[config.mk]
export PLATFORM = sky130hd
export DESIGN_NAME = data_sync_mcp_flat
export DESIGN_NICKNAME = d
export VERILOG_FILES = /design/src/rtl/data_sync_mcp_pkg.sv /design/src/rtl/data_sync_mcp_if.sv /design/src/rtl/data_sync_mcp_cdc_edge_detect.sv /design/src/rtl/data_sync_mcp.sv /design/src/flat_wrapper.sv
export SDC_FILE = /design/constraint.sdc
export NUM_CORES = 1
export LEC_CHECK = 0
export CAP_MARGIN = 15
export CELL_PAD_IN_SITES_DETAIL_PLACEMENT = 1
export CELL_PAD_IN_SITES_GLOBAL_PLACEMENT = 1
export CORE_UTILIZATION = 30
export CTS_BUF_LIST = sky130_fd_sc_hd__clkbuf_4
export DETAILED_ROUTE_END_ITERATION = 6
export GPL_TIMING_DRIVEN = 0
export PLACE_DENSITY = 0.76
export SLEW_MARGIN = 5
export SYNTH_ARGS = -nofsm -noshare
export SYNTH_HDL_FRONTEND = slang
export SYNTH_HIERARCHICAL = 1
export SYNTH_SLANG_ARGS = --single-unit
[constraint.sdc]
create_clock -name CLK -period 1.29 [get_ports CLK]
set_input_delay 0.258 -clock CLK [delete_from_list [all_inputs] [get_ports CLK]]
set_output_delay 0.258 -clock CLK [all_outputs]
set_load 0.02 [all_outputs]
[src/rtl/data_sync_mcp_pkg.sv]
// Shared CDC definitions: enable-mode encodings and a constant clog2 helper.
package data_sync_mcp_pkg;

    localparam int EN_MODE_PULSE  = 0;
    localparam int EN_MODE_TOGGLE = 1;

    function automatic int clog2(input int value);
        int result = 0;
        while ((1 << result) < value) result++;
        return result;
    endfunction

endpackage

[src/rtl/data_sync_mcp_if.sv]
// Bus-side signals of the multi-cycle-path receiver: source data/qualifier in, captured data out.
interface data_sync_mcp_if #(parameter int BUS_WIDTH = 8);

    logic [BUS_WIDTH-1:0] UNSYNC_BUS;
    logic                 BUS_ENABLE;
    logic                 OVR_CLR;
    logic [BUS_WIDTH-1:0] SYNC_BUS;
    logic                 ENABLE_PULSE;
    logic                 OVERRUN;

    modport master (
        output UNSYNC_BUS, BUS_ENABLE, OVR_CLR,
        input  SYNC_BUS, ENABLE_PULSE, OVERRUN
    );

    modport slave (
        input  UNSYNC_BUS, BUS_ENABLE, OVR_CLR,
        output SYNC_BUS, ENABLE_PULSE, OVERRUN
    );

endinterface

[src/rtl/data_sync_mcp_cdc_edge_detect.sv]
// Synchronises a single-bit qualifier through NUM_STAGES flops and flags a
// rising edge (pulse mode) or any edge (toggle mode) of the synced level.
module cdc_edge_detect
    import data_sync_mcp_pkg::*;
#(
    parameter int NUM_STAGES = 2,
    parameter int EN_MODE    = EN_MODE_PULSE
) (
    input  logic CLK,
    input  logic RST,
    input  logic en_async,
    output logic evt
);

    if (NUM_STAGES < 2) begin : g_bad_stages
        $fatal(1, "cdc_edge_detect: NUM_STAGES must be at least 2");
    end
    if (EN_MODE != EN_MODE_PULSE && EN_MODE != EN_MODE_TOGGLE) begin : g_bad_mode
        $fatal(1, "cdc_edge_detect: EN_MODE must be 0 or 1");
    end

    logic [NUM_STAGES-1:0] chain;
    logic                  en_s;
    logic                  en_d;

    always_ff @(posedge CLK or negedge RST) begin
        if (!RST) begin
            chain <= '0;
            en_d  <= 1'b0;
        end else begin
            chain <= {chain[NUM_STAGES-2:0], en_async};
            en_d  <= en_s;
        end
    end

    assign en_s = chain[NUM_STAGES-1];
    assign evt  = (EN_MODE == EN_MODE_TOGGLE) ? (en_s ^ en_d) : (en_s & ~en_d);

endmodule

[src/rtl/data_sync_mcp.sv]
// Destination-side MCP receiver: captures the unsynchronised bus on a synced
// enable event, strobes ENABLE_PULSE and flags events that arrive too close together.
module data_sync_mcp
    import data_sync_mcp_pkg::*;
#(
    parameter int                   NUM_STAGES = 2,
    parameter int                   BUS_WIDTH  = 8,
    parameter int                   EN_MODE    = EN_MODE_PULSE,
    parameter int                   MIN_GAP    = 4,
    parameter logic [BUS_WIDTH-1:0] RST_VAL    = '0
) (
    input  logic CLK,
    input  logic RST,
    data_sync_mcp_if.slave bus
);

    if (BUS_WIDTH < 1) begin : g_bad_width
        $fatal(1, "data_sync_mcp: BUS_WIDTH must be at least 1");
    end

    // Counter must still be one bit wide when overrun detection is disabled.
    localparam int                CNT_W   = (clog2(MIN_GAP + 1) > 0) ? clog2(MIN_GAP + 1) : 1;
    localparam logic [CNT_W-1:0] GAP_MAX = CNT_W'(MIN_GAP);

    logic                 evt;
    logic                 too_close;
    logic [CNT_W-1:0]     gap_cnt;
    logic [BUS_WIDTH-1:0] sync_q;
    logic                 pulse_q;
    logic                 ovr_q;

    cdc_edge_detect #(
        .NUM_STAGES (NUM_STAGES),
        .EN_MODE    (EN_MODE)
    ) u_edge (
        .CLK      (CLK),
        .RST      (RST),
        .en_async (bus.BUS_ENABLE),
        .evt      (evt)
    );

    assign too_close = (MIN_GAP != 0) && (gap_cnt < GAP_MAX);

    always_ff @(posedge CLK or negedge RST) begin
        if (!RST) begin
            sync_q  <= RST_VAL;
            pulse_q <= 1'b0;
        end else begin
            pulse_q <= evt;
            if (evt) sync_q <= bus.UNSYNC_BUS;
        end
    end

    // Counter starts saturated so the first event after reset is never an overrun.
    always_ff @(posedge CLK or negedge RST) begin
        if (!RST) begin
            gap_cnt <= GAP_MAX;
        end else if (evt) begin
            gap_cnt <= '0;
        end else if (gap_cnt != GAP_MAX) begin
            gap_cnt <= gap_cnt + CNT_W'(1);
        end
    end

    always_ff @(posedge CLK or negedge RST) begin
        if (!RST) begin
            ovr_q <= 1'b0;
        end else if (evt && too_close) begin
            ovr_q <= 1'b1;
        end else if (bus.OVR_CLR) begin
            ovr_q <= 1'b0;
        end
    end

    assign bus.SYNC_BUS     = sync_q;
    assign bus.ENABLE_PULSE = pulse_q;
    assign bus.OVERRUN      = ovr_q;

endmodule

[src/flat_wrapper.sv]
// flat-port wrapper written by rule: the top's interface ports become plain ports
module data_sync_mcp_flat import data_sync_mcp_pkg::*;
#(
    parameter int                   NUM_STAGES = 2,
    parameter int                   BUS_WIDTH  = 8,
    parameter int                   EN_MODE    = EN_MODE_PULSE,
    parameter int                   MIN_GAP    = 4,
    parameter logic [BUS_WIDTH-1:0] RST_VAL    = '0
)
  (CLK, RST, bus_UNSYNC_BUS, bus_BUS_ENABLE, bus_OVR_CLR, bus_SYNC_BUS, bus_ENABLE_PULSE, bus_OVERRUN);
  data_sync_mcp_if #(.BUS_WIDTH(BUS_WIDTH)) bus_i ();
  input  logic CLK;
  input  logic RST;
  input wire logic [$bits(bus_i.UNSYNC_BUS)-1:0] bus_UNSYNC_BUS;
  input wire logic [$bits(bus_i.BUS_ENABLE)-1:0] bus_BUS_ENABLE;
  input wire logic [$bits(bus_i.OVR_CLR)-1:0] bus_OVR_CLR;
  output wire logic [$bits(bus_i.SYNC_BUS)-1:0] bus_SYNC_BUS;
  output wire logic [$bits(bus_i.ENABLE_PULSE)-1:0] bus_ENABLE_PULSE;
  output wire logic [$bits(bus_i.OVERRUN)-1:0] bus_OVERRUN;
  assign bus_i.UNSYNC_BUS = bus_UNSYNC_BUS;
  assign bus_i.BUS_ENABLE = bus_BUS_ENABLE;
  assign bus_i.OVR_CLR = bus_OVR_CLR;
  assign bus_SYNC_BUS = bus_i.SYNC_BUS;
  assign bus_ENABLE_PULSE = bus_i.ENABLE_PULSE;
  assign bus_OVERRUN = bus_i.OVERRUN;
  data_sync_mcp #(.NUM_STAGES(NUM_STAGES), .BUS_WIDTH(BUS_WIDTH), .EN_MODE(EN_MODE), .MIN_GAP(MIN_GAP), .RST_VAL(RST_VAL)) u_core (.CLK(CLK), .RST(RST), .bus(bus_i));
endmodule
# After elaboration in Yosys (flattened, before gate mapping)
# Index checks and enable logic that the tools add are counted.
[totals] register_bits=16 memories=0 romBits=0 ramBits=0 latchBits=0 input_bits=12
[op_classes] div_mod_pow=0 mux=4 n_bitwise=2 add_sub_neg=1 multipliers=0 n_shift=0 n_reduce_logical=3 n_lt_le_gt_ge=1 eq_ne=1
[ops] operator="3-bit 2-to-1 mux" count=2
[ops] operator="2-bit nonzero test" count=2
[ops] operator="3-bit by 1-bit adder with 3-bit output, second input constant" count=1
[ops] operator="3-bit < comparator, second input constant" count=1
[ops] operator="3-bit inequality test, second input constant" count=1
[ops] operator="1-bit 2-to-1 mux" count=2
[ops] operator="1-bit AND" count=1
[ops] operator="1-bit logical AND" count=1
[ops] operator="1-bit NOT" count=1

# Logic depth before layout (Yosys ltp)
[logic_depth] ltp_word=4 mapped_depth=4 ltp_nobuf=4

# Cells and area by module
# The synthesis kept the hierarchy.
[by_module_without_submodules] mod="data_sync_mcp" area_per_inst_um2=551.8 n_inst=1 cells_each=38 seq_area_each_um2=326.6
[by_module_without_submodules] mod="cdc_edge_detect" area_per_inst_um2=88.8 n_inst=1 cells_each=4 seq_area_each_um2=75.1

# Worst setup path before layout
# Ideal clock, no wire load.
[synth_timing] path_type="reg-to-reg" start="register u_core.u_edge.en_d" end="register u_core.sync_q[1] (netlist: u_core/bus.SYNC_BUS[1])" setup_ns=0.125 path_slack_ns=0.198 t_arrival_ns=0.967 stages_incl_launch_ff=4 path_buffers=1 synth_period_minus_slack_ns=1.092 path_cell_list="dfrtp_1 nor2b_4 buf_6 mux2_4"
[synth_via] elab_chain_len=2
[synth_rtl] element="from (decl)" line="data_sync_mcp_cdc_edge_detect.sv:24" text="logic en_d;"
[synth_rtl] element="from (signal assigned)" line="data_sync_mcp_cdc_edge_detect.sv:32" text="en_d <= en_s;"
[synth_rtl] element="1-bit NOT" line="data_sync_mcp_cdc_edge_detect.sv:37" text="assign evt = (EN_MODE == EN_MODE_TOGGLE) ? (en_s ^ en_d) : (en_s & ~en_d);"
[synth_rtl] element="1-bit AND" line="data_sync_mcp_cdc_edge_detect.sv:37"
[synth_rtl] element="named net u_core.evt" line="data_sync_mcp.sv:25" text="logic evt;"
[synth_rtl] element="to (signal assigned)" line="data_sync_mcp.sv:50" text="if (evt) sync_q <= bus.UNSYNC_BUS;"
[synth_rtl] element="to (decl)" line="data_sync_mcp.sv:28" text="logic [BUS_WIDTH-1:0] sync_q;"
# The timed path passes the listed nets, and every way through them passes these cells.
# A chain may end at the register's enable or synchronous reset.

# Final worst setup path
[layout_timing] start="register u_core.sync_q[0] (netlist: u_core/bus.SYNC_BUS[0])" end="output bus_SYNC_BUS[0]"
[layout_rtl] element="to (decl)" line="flat_wrapper.sv:17" text="output wire logic [$bits(bus_i.SYNC_BUS)-1:0] bus_SYNC_BUS;"
# No word-level cell between the ends.

==> flow_metrics.py <==
metrics = {
    "grt": {
        "antenna_found_initial": 0,
        "grt_pass1_wl_mm": 1.89,
        "grt_max_degree": 17,
        "grt_remaining_overflow": 0,
        "grt.total_usage": 0.127,
        "grt_pass1_vias": 437,
    },
    "routing": {
        "drc": 0,
        "drt_iter0_drc": 0,
        "wl_per_cell_um": 12.8,
        "num_vias": 418,
        "ant_nets": 0,
        "via_per_inst": 4.45,
        "dr.pass1.iters": 1,
        "drt-total-wl_mm": 1.21,
    },
    "clock_tree": {
        "cts_sinks": 16,
        "post_cts_buffers": 0,
        "cts.path.max_buffers": 2,
        "root_buffer": "clkbuf_4",
        "cts_tree": "built",
        "path_clk_slew_ps": 100,
        "cts-htree-levels": 1,
        "clock_latency_ps": 280,
        "cts_buffers": 3,
    },
    "worst_hold_path": {
        "holdPathEnd": "u_core/u_edge/chain[1]$_DFF_PN0_",
        "hold_depth": 0,
        "min_path_type": "register to register",
        "min_from": "u_core/u_edge/chain[0]$_DFF_PN0_",
    },
    "power": {
        "p_per_area_nw_per_um2": 1540,
        "switchingPower_uw": 433,
        "seq_power_share": 0.498,
        "peakVddDrop_mv": 0.736,
        "power_leakage_nw": 0.424,
        "combPwrFrac": 0.310,
        "p_int_uw": 960,
        "p_sw_frac": 0.311,
        "clkPwrFrac": 0.192,
    },
    "critical_path": {
        "path_cells": "dlygate4sd2_1",
        "crit_slowest_cell": "dfrtp_1",
        "r2r-end": "u_core/bus.SYNC_BUS[1]$_DFFE_PN0P_",
        "cp_data_required_time_ps": 1030,
        "worstReg2RegStart": "u_core/u_edge/en_d$_DFF_PN0_",
        "cp.arrival_ps": 1000,
        "path_class": "register to output pin",
        "start_kind": "register",
        "slowest_delay_ps": 390,
        "rrSetupSlack_ps": 120,
        "worstSetupEndpointType": "output pin",
        "path_buf_inv": 1,
        "crit_family": "flip-flops",
        "r2r_cells": 3,
        "path_max_fanout": 2,
    },
    "timing": {
        "timing.final.crit_share": 0.974,
        "tightest_slew_ps": 712,
        "maxSlewHeadroom": 0.524,
        "fmax_mhz": 796,
        "rsz0062_at_grt": "no",
        "post-route-min-period_ps": 1260,
        "hold_slack_ps": 382,
        "tns_ps": 0,
        "setup_viol": 0,
        "finClkSkew_ps": 5.72,
        "hold_viol_final": 0,
        "slew_viol_final": 0,
    },
    "layout": {
        "syn_to_final_growth_pct": 40.8,
        "antenna_cells": 0,
        "drive_above_1_share": 0.224,
        "fin_util": 0.455,
        "final_common_cell": "dfrtp_1",
        "layout_common_cells": "15 x dfrtp_1, 11 x clkdlybuf4s50_1, 7 x dlygate4sd2_1, 6 x mux2_4, 4 x inv_1",
        "fin_cells": 94,
        "nets": 82,
    },
    "synthesis": {
        "syn_area_um2": 641,
        "avgSynthCellArea_um2": 15.3,
        "ys_ff_latch": 16,
        "synthCells": 42,
        "synth_top_cell_by_area": "dfrtp_1",
        "synth_area_leaders": "dfrtp_1 59%, mux2_4 14%, dfstp_2 4.1%",
        "synth_cell_types": 16,
        "yosysSeqAreaShare": 0.627,
        "syn_nets": 56,
        "synth-warning-count": 6,
        "synth_top_area_frac": 0.586,
    },
    "floorplanning": {
        "pin_count": 22,
        "core_region_area_um2": 1980,
        "row_count": 16,
        "dieHeight_um": 48.2,
        "die_w_um": 48.2,
        "dieArea_um2": 2320,
        "initial_utilization": 0.323,
    },
    "placed_design": {
        "dpl.hpwl_um": 893,
        "routabilityCongestion": 0.623,
        "dp_cells": 90,
        "io_buffers": 21,
    },
    "run_status": {
        "outcome": "completed",
    },
    "run": {
        "drv_cap": 0,
    },
}
[stage by stage]
step	instance area, µm²	total power [mW]	setup slack (ps)
6_report	902	1.39	33.5
5_1_grt	902	1.48	0.117
4_1_cts	898	1.41	11.6
3_5_place_dp	885	1.18	43.0
3_3_place_gp	885	1.14	89.9
2_1_floorplan	641	0.972	198
[metal layers]
layer,vias up,part of all wire,GRT usage,wire (µm)
met2,12,0.55,0.229,658
met4,0,0.016,0.100,19
met5,-,0,0,0
li1,193,-,-,-
met3,2,0.043,0.0111,52
met1,211,0.39,0.133,474
[power by group through the flow]
stage | Sequential (mW) | Combinational [mW] | Clock, mW
after floorplan | 0.744 | 0.228 | 0
after global placement | 0.698 | 0.437 | 0
after detailed placement | 0.709 | 0.469 | 0
after CTS | 0.698 | 0.437 | 0.279
after global routing | 0.711 | 0.478 | 0.292
final | 0.693 | 0.432 | 0.267
[layout make-up]
type / count / area, µm²
Fill cell: 215 / 1080
Clock buffer: 3 / 22.5
Timing Repair Buffer: 21 / 201
Clock inverter: 1 / 3.75
Buffer: 1 / 11.3
Tap cell: 27 / 33.8
Multi-Input combinational cell: 21 / 213
Inverter: 4 / 15.0
Sequential cell: 16 / 402
[flip-flops by register name, summed over array words and instances (netlist names)]
signal,count
u_core/gap_cnt,3
u_core/u_edge/chain,2
u_core/bus.ENABLE_PULSE,1
u_core/u_edge/en_d,1
u_core/bus.SYNC_BUS,8
u_core/bus.OVERRUN,1
[repair_timing]
item	CTS	global route
endpoints found under the setup margin	10	3
gates resized for setup	10	3
hold buffers	0	0
cloned	0	0
[cell usage after synthesis (all sizes together)]
cell   number
a21bo       1
a21o        1
a21oi       2
and3b       1
buf         1
dfrtp      15
dfstp       1
ha          2
inv         4
mux2        8
nand3       2
nor2        1
nor2b       1
nor3        1
o22ai       1
[how the worst max path moves through the flow]
stage / start / end / slack, ps / cells past startpoint
after global routing: u_core/bus.SYNC_BUS[7]$_DFFE_PN0P_ / bus_SYNC_BUS[7] / 0.1 / 1
final: u_core/bus.SYNC_BUS[0]$_DFFE_PN0P_ / bus_SYNC_BUS[0] / 30 / 1
after global placement: RST / u_core/bus.SYNC_BUS[1]$_DFFE_PN0P_ / 90 / 1
after floorplan: u_core/u_edge/en_d$_DFF_PN0_ / u_core/bus.SYNC_BUS[1]$_DFFE_PN0P_ / 200 / 3
after detailed placement: RST / u_core/bus.SYNC_BUS[1]$_DFFE_PN0P_ / 40 / 1
after CTS: u_core/bus.SYNC_BUS[2]$_DFFE_PN0P_ / bus_SYNC_BUS[2] / 10 / 1
[logic make-up after synthesis]
group                    share of synthesized area
adder cells (fa/ha/maj)                     0.0391
buffers and inverters                       0.0410
multiplexers                                 0.176
flip-flops                                   0.627
AND/OR/NAND/NOR                             0.0644
AO/OA/AOI/OAI                               0.0527
Note: power is estimated with default switching activity, not from simulation.
